<file path="src/rtl/seq_divider.sv">
`timescale 1ns/1ps
// seq_divider: multi-cycle unsigned restoring divider, one quotient bit per
// clock, with a Start/Busy/Done handshake, divide-by-zero detection and
// results that are held between operations.
module seq_divider #(
  parameter int WIDTH = 8
) (
  input  logic             i_clk,
  input  logic             i_rst,
  input  logic             i_start,
  input  logic [WIDTH-1:0] i_dividend,
  input  logic [WIDTH-1:0] i_divisor,
  output logic             o_busy,
  output logic             o_done,
  output logic             o_div_by_zero,
  output logic [WIDTH-1:0] o_quotient,
  output logic [WIDTH-1:0] o_remainder
);

  localparam int CW = $clog2(WIDTH + 1);

  typedef enum logic [1:0] {
    S_IDLE = 2'd0,
    S_RUN  = 2'd1,
    S_DONE = 2'd2
  } state_t;

  state_t r_state, w_state_nxt;

  // After every restore the partial remainder is below the divisor, so its
  // top bit is always zero and is not kept; it reappears in w_shift.
  logic [WIDTH-1:0] r_a;
  logic [WIDTH-1:0] r_q;
  logic [WIDTH:0]   r_m;
  logic [CW-1:0]    r_cnt;

  logic             r_busy, r_done, r_dbz;
  logic [WIDTH-1:0] r_quo, r_rem;

  logic             w_accept, w_last, w_neg;
  logic [WIDTH:0]   w_shift, w_trial;
  logic [WIDTH-1:0] w_a_step, w_q_step;

  assign w_accept = i_start && (r_state != S_RUN);
  assign w_last   = (r_cnt == CW'(1));
  assign w_shift  = {r_a, r_q[WIDTH-1]};
  assign w_trial  = w_shift - r_m;
  assign w_neg    = w_trial[WIDTH];
  assign w_a_step = w_neg ? w_shift[WIDTH-1:0] : w_trial[WIDTH-1:0];
  assign w_q_step = {r_q[WIDTH-2:0], ~w_neg};

  // State register
  always_ff @(posedge i_clk or posedge i_rst) begin
    if (i_rst) r_state <= S_IDLE;
    else       r_state <= w_state_nxt;
  end

  // Next-state logic: divide-by-zero skips RUN and completes immediately
  always_comb begin
    w_state_nxt = r_state;
    case (r_state)
      S_IDLE, S_DONE: begin
        if (w_accept) w_state_nxt = (i_divisor == '0) ? S_DONE : S_RUN;
        else          w_state_nxt = S_IDLE;
      end
      S_RUN:   if (w_last) w_state_nxt = S_DONE;
      default: w_state_nxt = S_IDLE;
    endcase
  end

  // Datapath: operand capture, one shift/subtract step per RUN cycle, and
  // the result registers that change only on completion
  always_ff @(posedge i_clk or posedge i_rst) begin
    if (i_rst) begin
      r_a   <= '0;
      r_q   <= '0;
      r_m   <= '0;
      r_cnt <= '0;
      r_quo <= '0;
      r_rem <= '0;
      r_dbz <= 1'b0;
    end else if (w_accept) begin
      r_a   <= '0;
      r_q   <= i_dividend;
      r_m   <= {1'b0, i_divisor};
      r_cnt <= CW'(WIDTH);
      if (i_divisor == '0) begin
        r_quo <= '1;
        r_rem <= i_dividend;
        r_dbz <= 1'b1;
      end
    end else if (r_state == S_RUN) begin
      r_a   <= w_a_step;
      r_q   <= w_q_step;
      r_cnt <= r_cnt - CW'(1);
      if (w_last) begin
        r_quo <= w_q_step;
        r_rem <= w_a_step;
        r_dbz <= 1'b0;
      end
    end
  end

  // Registered handshake flags, aligned with the state they describe;
  // entering DONE always means a fresh result
  always_ff @(posedge i_clk or posedge i_rst) begin
    if (i_rst) begin
      r_busy <= 1'b0;
      r_done <= 1'b0;
    end else begin
      r_busy <= (w_state_nxt == S_RUN);
      r_done <= (w_state_nxt == S_DONE);
    end
  end

  assign o_busy        = r_busy;
  assign o_done        = r_done;
  assign o_div_by_zero = r_dbz;
  assign o_quotient    = r_quo;
  assign o_remainder   = r_rem;

endmodule

</file>
<file path="config.mk">
export PLATFORM = sky130hd
export DESIGN_NAME = seq_divider
export DESIGN_NICKNAME = d
export VERILOG_FILES = /design/src/rtl/seq_divider.sv
export SDC_FILE = /design/constraint.sdc
export NUM_CORES = 1
export LEC_CHECK = 0
export ABC_AREA = 1
export CAP_MARGIN = 20
export CELL_PAD_IN_SITES_DETAIL_PLACEMENT = 0
export CELL_PAD_IN_SITES_GLOBAL_PLACEMENT = 2
export CORE_MARGIN = 4
export CORE_UTILIZATION = 25
export CTS_CLUSTER_SIZE = 16
export DETAILED_ROUTE_END_ITERATION = 6
export GPL_ROUTABILITY_DRIVEN = 0
export PLACE_DENSITY = 0.65
export SETUP_SLACK_MARGIN = 0.3
export SLEW_MARGIN = 20
export SYNTH_ARGS = -nofsm -noshare
export SYNTH_HDL_FRONTEND = slang
export SYNTH_SLANG_ARGS = --single-unit
</file>
<file path="constraint.sdc">
create_clock -name i_clk -period 5.66 [get_ports i_clk]
set_clock_uncertainty 0.2 [all_clocks]
set_input_delay 1.132 -clock i_clk [delete_from_list [all_inputs] [get_ports i_clk]]
set_output_delay 1.132 -clock i_clk [all_outputs]
set_load 0.005 [all_outputs]
</file>
==> impl_metrics.py, run 1 <==
metrics = {
    "outcome": {
        "status": "finished, final reports clean",
    },
    "floorplan": {
        "die_area_um2": 12400,
        "coreArea_um2": 10400,
        "initial_core_util_pct": 25.7,
        "die_h_um": 111,
        "die_x_um": 111,
        "num_rows": 37,
        "io_pins": 38,
    },
    "clock_network": {
        "cts_tree": "yes",
        "cts.clk_slew.worst_paths_ns": 0.09,
        "insertion_delay_ns": 0.31,
        "clock_path_buffers": 2,
        "clock-root-buffer": "clkbuf_8",
        "cts_buffers": 5,
        "postCtsHoldBufs": 0,
        "htree_levels": 2,
        "postCtsSetupRepairBufs": 0,
        "cts_resized": 0,
        "cts.sinks": 49,
    },
    "setup_path": {
        "startpoint": "i_start",
        "worstPathMaxFanout": 23,
        "crit_end": "o_remainder[7]",
        "arrival_ns": 3.32,
        "cp_data_required_time_ns": 5.67,
        "r2r_start": "r_state[0]",
        "critPathKind": "in2reg",
        "start_kind": "primary input",
        "ff2ff_setup_slack_ns": 3.17,
        "r2r_end": "o_remainder[7]",
        "worst_setup_path_end_kind": "register",
        "r2r_cells": 12,
    },
    "sta": {
        "rsz0062_at_grt": "no",
        "max_slew_margin_pct": 63.3,
        "tightest_slew_ns": 0.550,
        "fmax_mhz": 302,
        "fin_setup_tns_ns": 0,
        "period_needed_ns": 3.31,
        "setup_viol": 0,
        "fin_crit_sh_pct": 58.5,
        "hold_viol_final": 0,
        "slew_viol_final": 0,
    },
    "job": {
        "drv_cap": 0,
    },
    "routing": {
        "dr_wl_met3_um": 163,
        "ant_nets": 0,
        "routedWlPerCell_um": 13.1,
        "top_layer": "met4",
        "dr_total_vias": 2197,
        "met2_length_mm": 3.23,
        "drt-met1-wl_mm": 3.33,
        "dr.pass1.iters": 4,
        "viasPerCell": 4.22,
        "drt_iter0_drc": 51,
        "drc": 0,
        "routed_wl_mm": 6.82,
    },
    "placed_design": {
        "placedInstanceArea_um2": 3190,
        "hpwl_mm": 5.28,
        "port_buffers": 37,
        "place_inst": 513,
    },
    "logic_synthesis": {
        "yosysTopAreaCellShare_pct": 46.0,
        "async_flop_share_pct": 100,
        "synth_seq_cells": 49,
        "synth.net_count": 376,
        "synth_common_cells": "99 x nand2_1, 60 x inv_1, 49 x dfrtp_1",
        "synthDistinctLibCells": 30,
        "synthCells": 346,
        "syn_area_per_cell_um2": 7.71,
        "synth_top_area_cell": "dfrtp_1",
        "yosysMostFrequentCell": "nand2_1",
        "ys_top_cells_by_area": "dfrtp_1 46%, nand2_1 14%, inv_1 8.4%, nand3_1 6.4%, ha_1 4.7%",
        "ys_seq_area_share_pct": 46.0,
        "synth_edf_count": 0,
        "synth_area_um2": 2670,
        "ys.flop_type": "dfrtp_1",
        "yosys_warnings": 0,
    },
    "finish": {
        "diodes": 0,
        "instances_no_fill": 521,
        "seq_area_um2": 1230,
        "drive_gt1_share_pct": 6.49,
        "final_area_um2": 3290,
        "area_growth_pct": 23.2,
        "multiInputGateArea_um2": 1160,
        "nNetsFinal": 414,
        "fillers": 1126,
    },
    "power": {
        "p_leak_nw": 1.74,
        "ir_drop_mv": 0.165,
        "powerDensity_nw_per_um2": 557,
        "power_mw": 1.83,
    },
    "grt": {
        "grt_pass1_vias": 2232,
        "grt-ovfl-total": 0,
        "antenna_found_initial": 0,
        "grt_max_degree": 33,
        "grtUsageTotal_pct": 11.6,
        "grt_pass1_wl_mm": 11.6,
    },
    "worst_hold_path": {
        "min-delay-start": "r_m[0]",
        "hold_class": "reg2reg",
    },
}
-- routing by layer --
layer	vias to the layer above	global-route usage, %
met5	-	0
met4	0	3.41
met3	5	1.58
met2	31	19.5
met1	1003	15.5
li1	1158	-
-- worst max-delay path, stage by stage --
cell,delay [ns]
clkdlybuf4s50_1,0.49
inv_1,0.07
nor2_4,0.44
inv_4,0.21
nor2_2,0.20
nand2_4,0.08
nand2_4,0.18
inv_2,0.10
nor2_1,0.18
nand3_1,0.11
nand2_1,0.06
inv_1,0.04
-- state kept, by name, indices dropped and copies added (netlist names) --
register / cells
o_quotient: 8
o_remainder: 8
r_a: 8
r_m: 8
r_q: 8
r_cnt: 4
r_state: 2
o_busy: 1
o_div_by_zero: 1
o_done: 1
-- through the flow --
step	worst slack, ns	util, %	hold slack [ns]
after floorplan	3.16	-	0.246
after global placement	2.05	30.6	0.277
after CTS	2.33	31.7	0.304
final	2.35	31.7	0.297
after detailed placement	2.01	30.8	0.288
after global routing	2.16	31.7	0.331
-- layout make-up --
| cell class | instances | area share [%] |
|---|---|---|
| well taps | 136 | 5.18 |
| flip-flops and latches | 49 | 37.3 |
| inverters | 64 | 7.39 |
| repair buffers | 38 | 11.9 |
| clock inverters | 2 | 0.419 |
| multi-input cells | 226 | 35.3 |
| clock buffers | 6 | 2.51 |
-- logic make-up after synthesis --
logic type                 synth area share, %
and+or+nand+nor                           29.3
buffers and inverters                     10.5
DFF                                       46.0
AOI/OAI and AO/OA                         7.79
adders and majority gates                 5.44
xor gates and xnor gates                 0.986
-- layout by cell type (no fill, tap or decap) --
master / n
a21oi_1: 10
a31oi_1: 1
buf_12: 1
clkbuf_8: 6
clkdlybuf4s50_1: 37
clkinv_2: 1
clkinv_4: 1
dfrtp_1: 49
fa_1: 1
ha_1: 10
inv_1: 59
inv_2: 4
inv_4: 1
nand2_1: 99
nand2_2: 1
nand2_4: 2
nand3_1: 34
nand4_1: 1
nor2_1: 28
nor2_2: 2
nor2_4: 1
nor2_8: 1
nor3_1: 1
o21ai_0: 12
o221ai_1: 7
o22ai_1: 2
o32ai_1: 2
or2_0: 1
or2_1: 3
or2_2: 4
xnor2_1: 1
xor2_1: 2
-- where the power goes --
part	internal, mW	switching, mW	leakage [nW]	total, mW
Clock	0.0995	0.126	0.0512	0.226
Sequential	0.511	0.0851	0.590	0.596
Combinational	0.419	0.591	1.09	1.01
Total	1.03	0.802	1.74	1.83
-- worst min-delay path by stage --
| stage | endpoint | depth (start not counted) | slack, ns |
|---|---|---|---|
| after floorplan | r_m[0] | 2 | 0.25 |
| after global placement | r_cnt[3] | 1 | 0.28 |
| after detailed placement | r_cnt[3] | 1 | 0.29 |
| after CTS | r_cnt[3] | 1 | 0.30 |
| after global routing | r_cnt[3] | 1 | 0.33 |
| final | r_m[0] | 2 | 0.30 |
Note: power is estimated with default switching activity, not from simulation.
==> run 2, diff against run 1 <==
--- a/config.mk
+++ b/config.mk
@@ -14,7 +14,7 @@
 export CTS_CLUSTER_SIZE = 16
 export DETAILED_ROUTE_END_ITERATION = 6
 export GPL_ROUTABILITY_DRIVEN = 0
-export PLACE_DENSITY = 0.65
+export PLACE_DENSITY = 0.68
 export SETUP_SLACK_MARGIN = 0.3
 export SLEW_MARGIN = 20
 export SYNTH_ARGS = -nofsm -noshare
==> constraint.sdc (replaced) <==
create_clock -name i_clk -period 2.72 [get_ports i_clk]
set_clock_uncertainty 0.2 [all_clocks]
set_input_delay 0.544 -clock i_clk [delete_from_list [all_inputs] [get_ports i_clk]]
set_output_delay 0.544 -clock i_clk [all_outputs]
set_load 0.005 [all_outputs]
==> impl_metrics.py, run 2 (synthesis gave the netlist of run 1 again) <==
metrics = {
    "outcome": {
        "status": "finished, final reports clean",
    },
    "placed_design": {
        "placedInstanceArea_um2": 3200,
        "place_inst": 516,
        "hpwl_mm": 5.37,
        "port_buffers": 37,
    },
    "grt": {
        "grt_pass1_wl_mm": 12.0,
        "antenna_found_initial": 0,
        "grt_pass1_vias": 2370,
        "grt_max_degree": 26,
        "grt-ovfl-total": 0,
        "grtUsageTotal_pct": 11.8,
    },
    "power": {
        "p_int_mw": 2.22,
        "p_sw_mw": 1.86,
        "power_frac_comb_pct": 57.9,
        "ir_drop_mv": 0.385,
        "clkPwrFrac_pct": 11.4,
        "powerDensity_nw_per_um2": 1200,
        "power.share.sequential_pct": 30.7,
        "swShare_pct": 45.6,
        "p_leak_nw": 1.76,
    },
    "clock_network": {
        "cts_buffers": 5,
        "clock-root-buffer": "clkbuf_8",
        "cts_tree": "yes",
        "cts.sinks": 49,
        "cts.clk_slew.worst_paths_ns": 0.11,
        "clock_path_buffers": 2,
        "htree_levels": 2,
        "insertion_delay_ns": 0.31,
    },
    "sta": {
        "fmax_mhz": 450,
        "slew_viol_final": 0,
        "fin_crit_sh_pct": 81.7,
        "fin_setup_tns_ns": 0,
        "tightest_slew_ns": 0.352,
        "max_slew_margin_pct": 76.5,
        "setup_viol": 0,
        "period_needed_ns": 2.22,
        "hold_viol_final": 0,
        "rsz0062_at_grt": "no",
    },
    "setup_path": {
        "slowest_delay_ns": 0.41,
        "crit_path_top_delay_cell": "dfrtp_1",
        "start_kind": "register",
        "cp_data_required_time_ns": 2.73,
        "startpoint": "r_q[7]",
        "worst_setup_path_end_kind": "register",
        "worstPathCellList": "inv_2, ha_1, inv_1, fa_2, nand2_1, nand2_2, nand3_4, nand2_2, nand2_4, nand2_4, nand3_1, nand3_1, nand2_1, inv_1",
        "worstPathMaxFanout": 5,
        "arrival_ns": 2.24,
        "critPathKind": "reg2reg",
        "r2r_start": "r_q[7]",
    },
    "finish": {
        "nNetsFinal": 419,
        "instances_no_fill": 526,
        "seq_area_um2": 1230,
        "area_growth_pct": 27.8,
        "diodes": 0,
        "drive_gt1_share_pct": 12.1,
        "multiInputGateArea_um2": 1260,
        "fillers": 1156,
        "final_cell_mix": "94 x nand2_1, 58 x inv_1, 49 x dfrtp_1",
        "final_area_um2": 3410,
        "layout_commonest_cell": "nand2_1",
    },
    "floorplan": {
        "num_rows": 37,
        "die_area_um2": 12400,
        "die_x_um": 111,
        "coreArea_um2": 10400,
        "initial_core_util_pct": 25.7,
        "io_pins": 38,
        "die_h_um": 111,
    },
    "routing": {
        "dr_total_vias": 2226,
        "drc": 0,
        "ant_nets": 0,
        "drt_iter0_drc": 99,
        "routedWlPerCell_um": 13.2,
        "routed_wl_mm": 6.92,
        "dr.pass1.iters": 4,
        "viasPerCell": 4.23,
    },
    "worst_hold_path": {
        "hold_class": "in2async",
    },
    "job": {
        "drv_cap": 0,
    },
}
run 2: cell count changes in the layout (fill, tap and decap cells not counted), moves of 4 or more:
cell,previous run,this run
nand3_1,34,25
nand3_2,0,7
buf_4,0,5
nand2_1,99,94
nand2_4,2,6
run 2: timing repair:
item / CTS / global route
pin swaps: 0 / 2
resized for setup: 2 / 21
setup buffers: 0 / 1
cloned: 0 / 1
hold buffers: 0 / 0
setup endpoints to repair: 14 / 18
run 2: metrics by stage:
stage               worst slack (ns)  utilization [%]  hold WS, ns  power (mW)
floorplan                      0.640                -        0.246        2.69
global placement               0.202             30.9        0.275        3.44
detailed placement             0.184             30.9        0.283        3.44
CTS                            0.308             31.8        0.211        3.94
global route                   0.322             32.9        0.217        4.57
finish                         0.498             32.9        0.218        4.08
run 2: critical path, delay by kind of cell (launching register included):
family	cells	cell delay (ns)
and+or+nand+nor	9	0.85
DFF	1	0.41
adders and majority gates	2	0.49
buffers and inverters	3	0.17
run 2: path summary, 6_finish.rpt:
| kind | end | slack (ns) | cells after the start |
|---|---|---|---|
| max | o_remainder[6] | 0.50 | 14 |
| min | r_cnt[3] | 0.22 | 2 |
| max reg2reg | o_remainder[6] | 0.50 | 14 |
| min reg2reg | r_cnt[3] | 0.29 | 1 |
| max in group asynchronous | o_remainder[1] | 1.58 | 3 |
| min in group i_clk | r_cnt[3] | 0.29 | 1 |
run 2: layout make-up:
type                       count  share of cell area (%)
tap                          136                    4.99
clock buffer                   5                    2.02
clock inverter                 3                   0.771
timing repair buffer          42                    12.0
sequential                    49                    36.0
multi-input combinational    227                    37.1
inverter                      64                    7.12
run 2: power groups by stage:
stage	combinational [mW]	clock, mW	sequential [mW]
2_1_floorplan	1.46	0	1.23
3_3_place_gp	2.17	0	1.27
5_1_grt	2.74	0.520	1.30
6_report	2.36	0.466	1.25
4_1_cts	2.20	0.485	1.26
3_5_place_dp	2.17	0	1.27
run 2: routing by layer:
layer  share of wire [%]  wire length (um)  up-vias  track usage (%)
met5                   0                 0        -                0
met4                0.93                64        0             2.43
met3                 3.4               234        6             2.40
met2                  46              3220       27             19.7
met1                  49              3400     1032             15.8
li1                    -                 -     1161                -
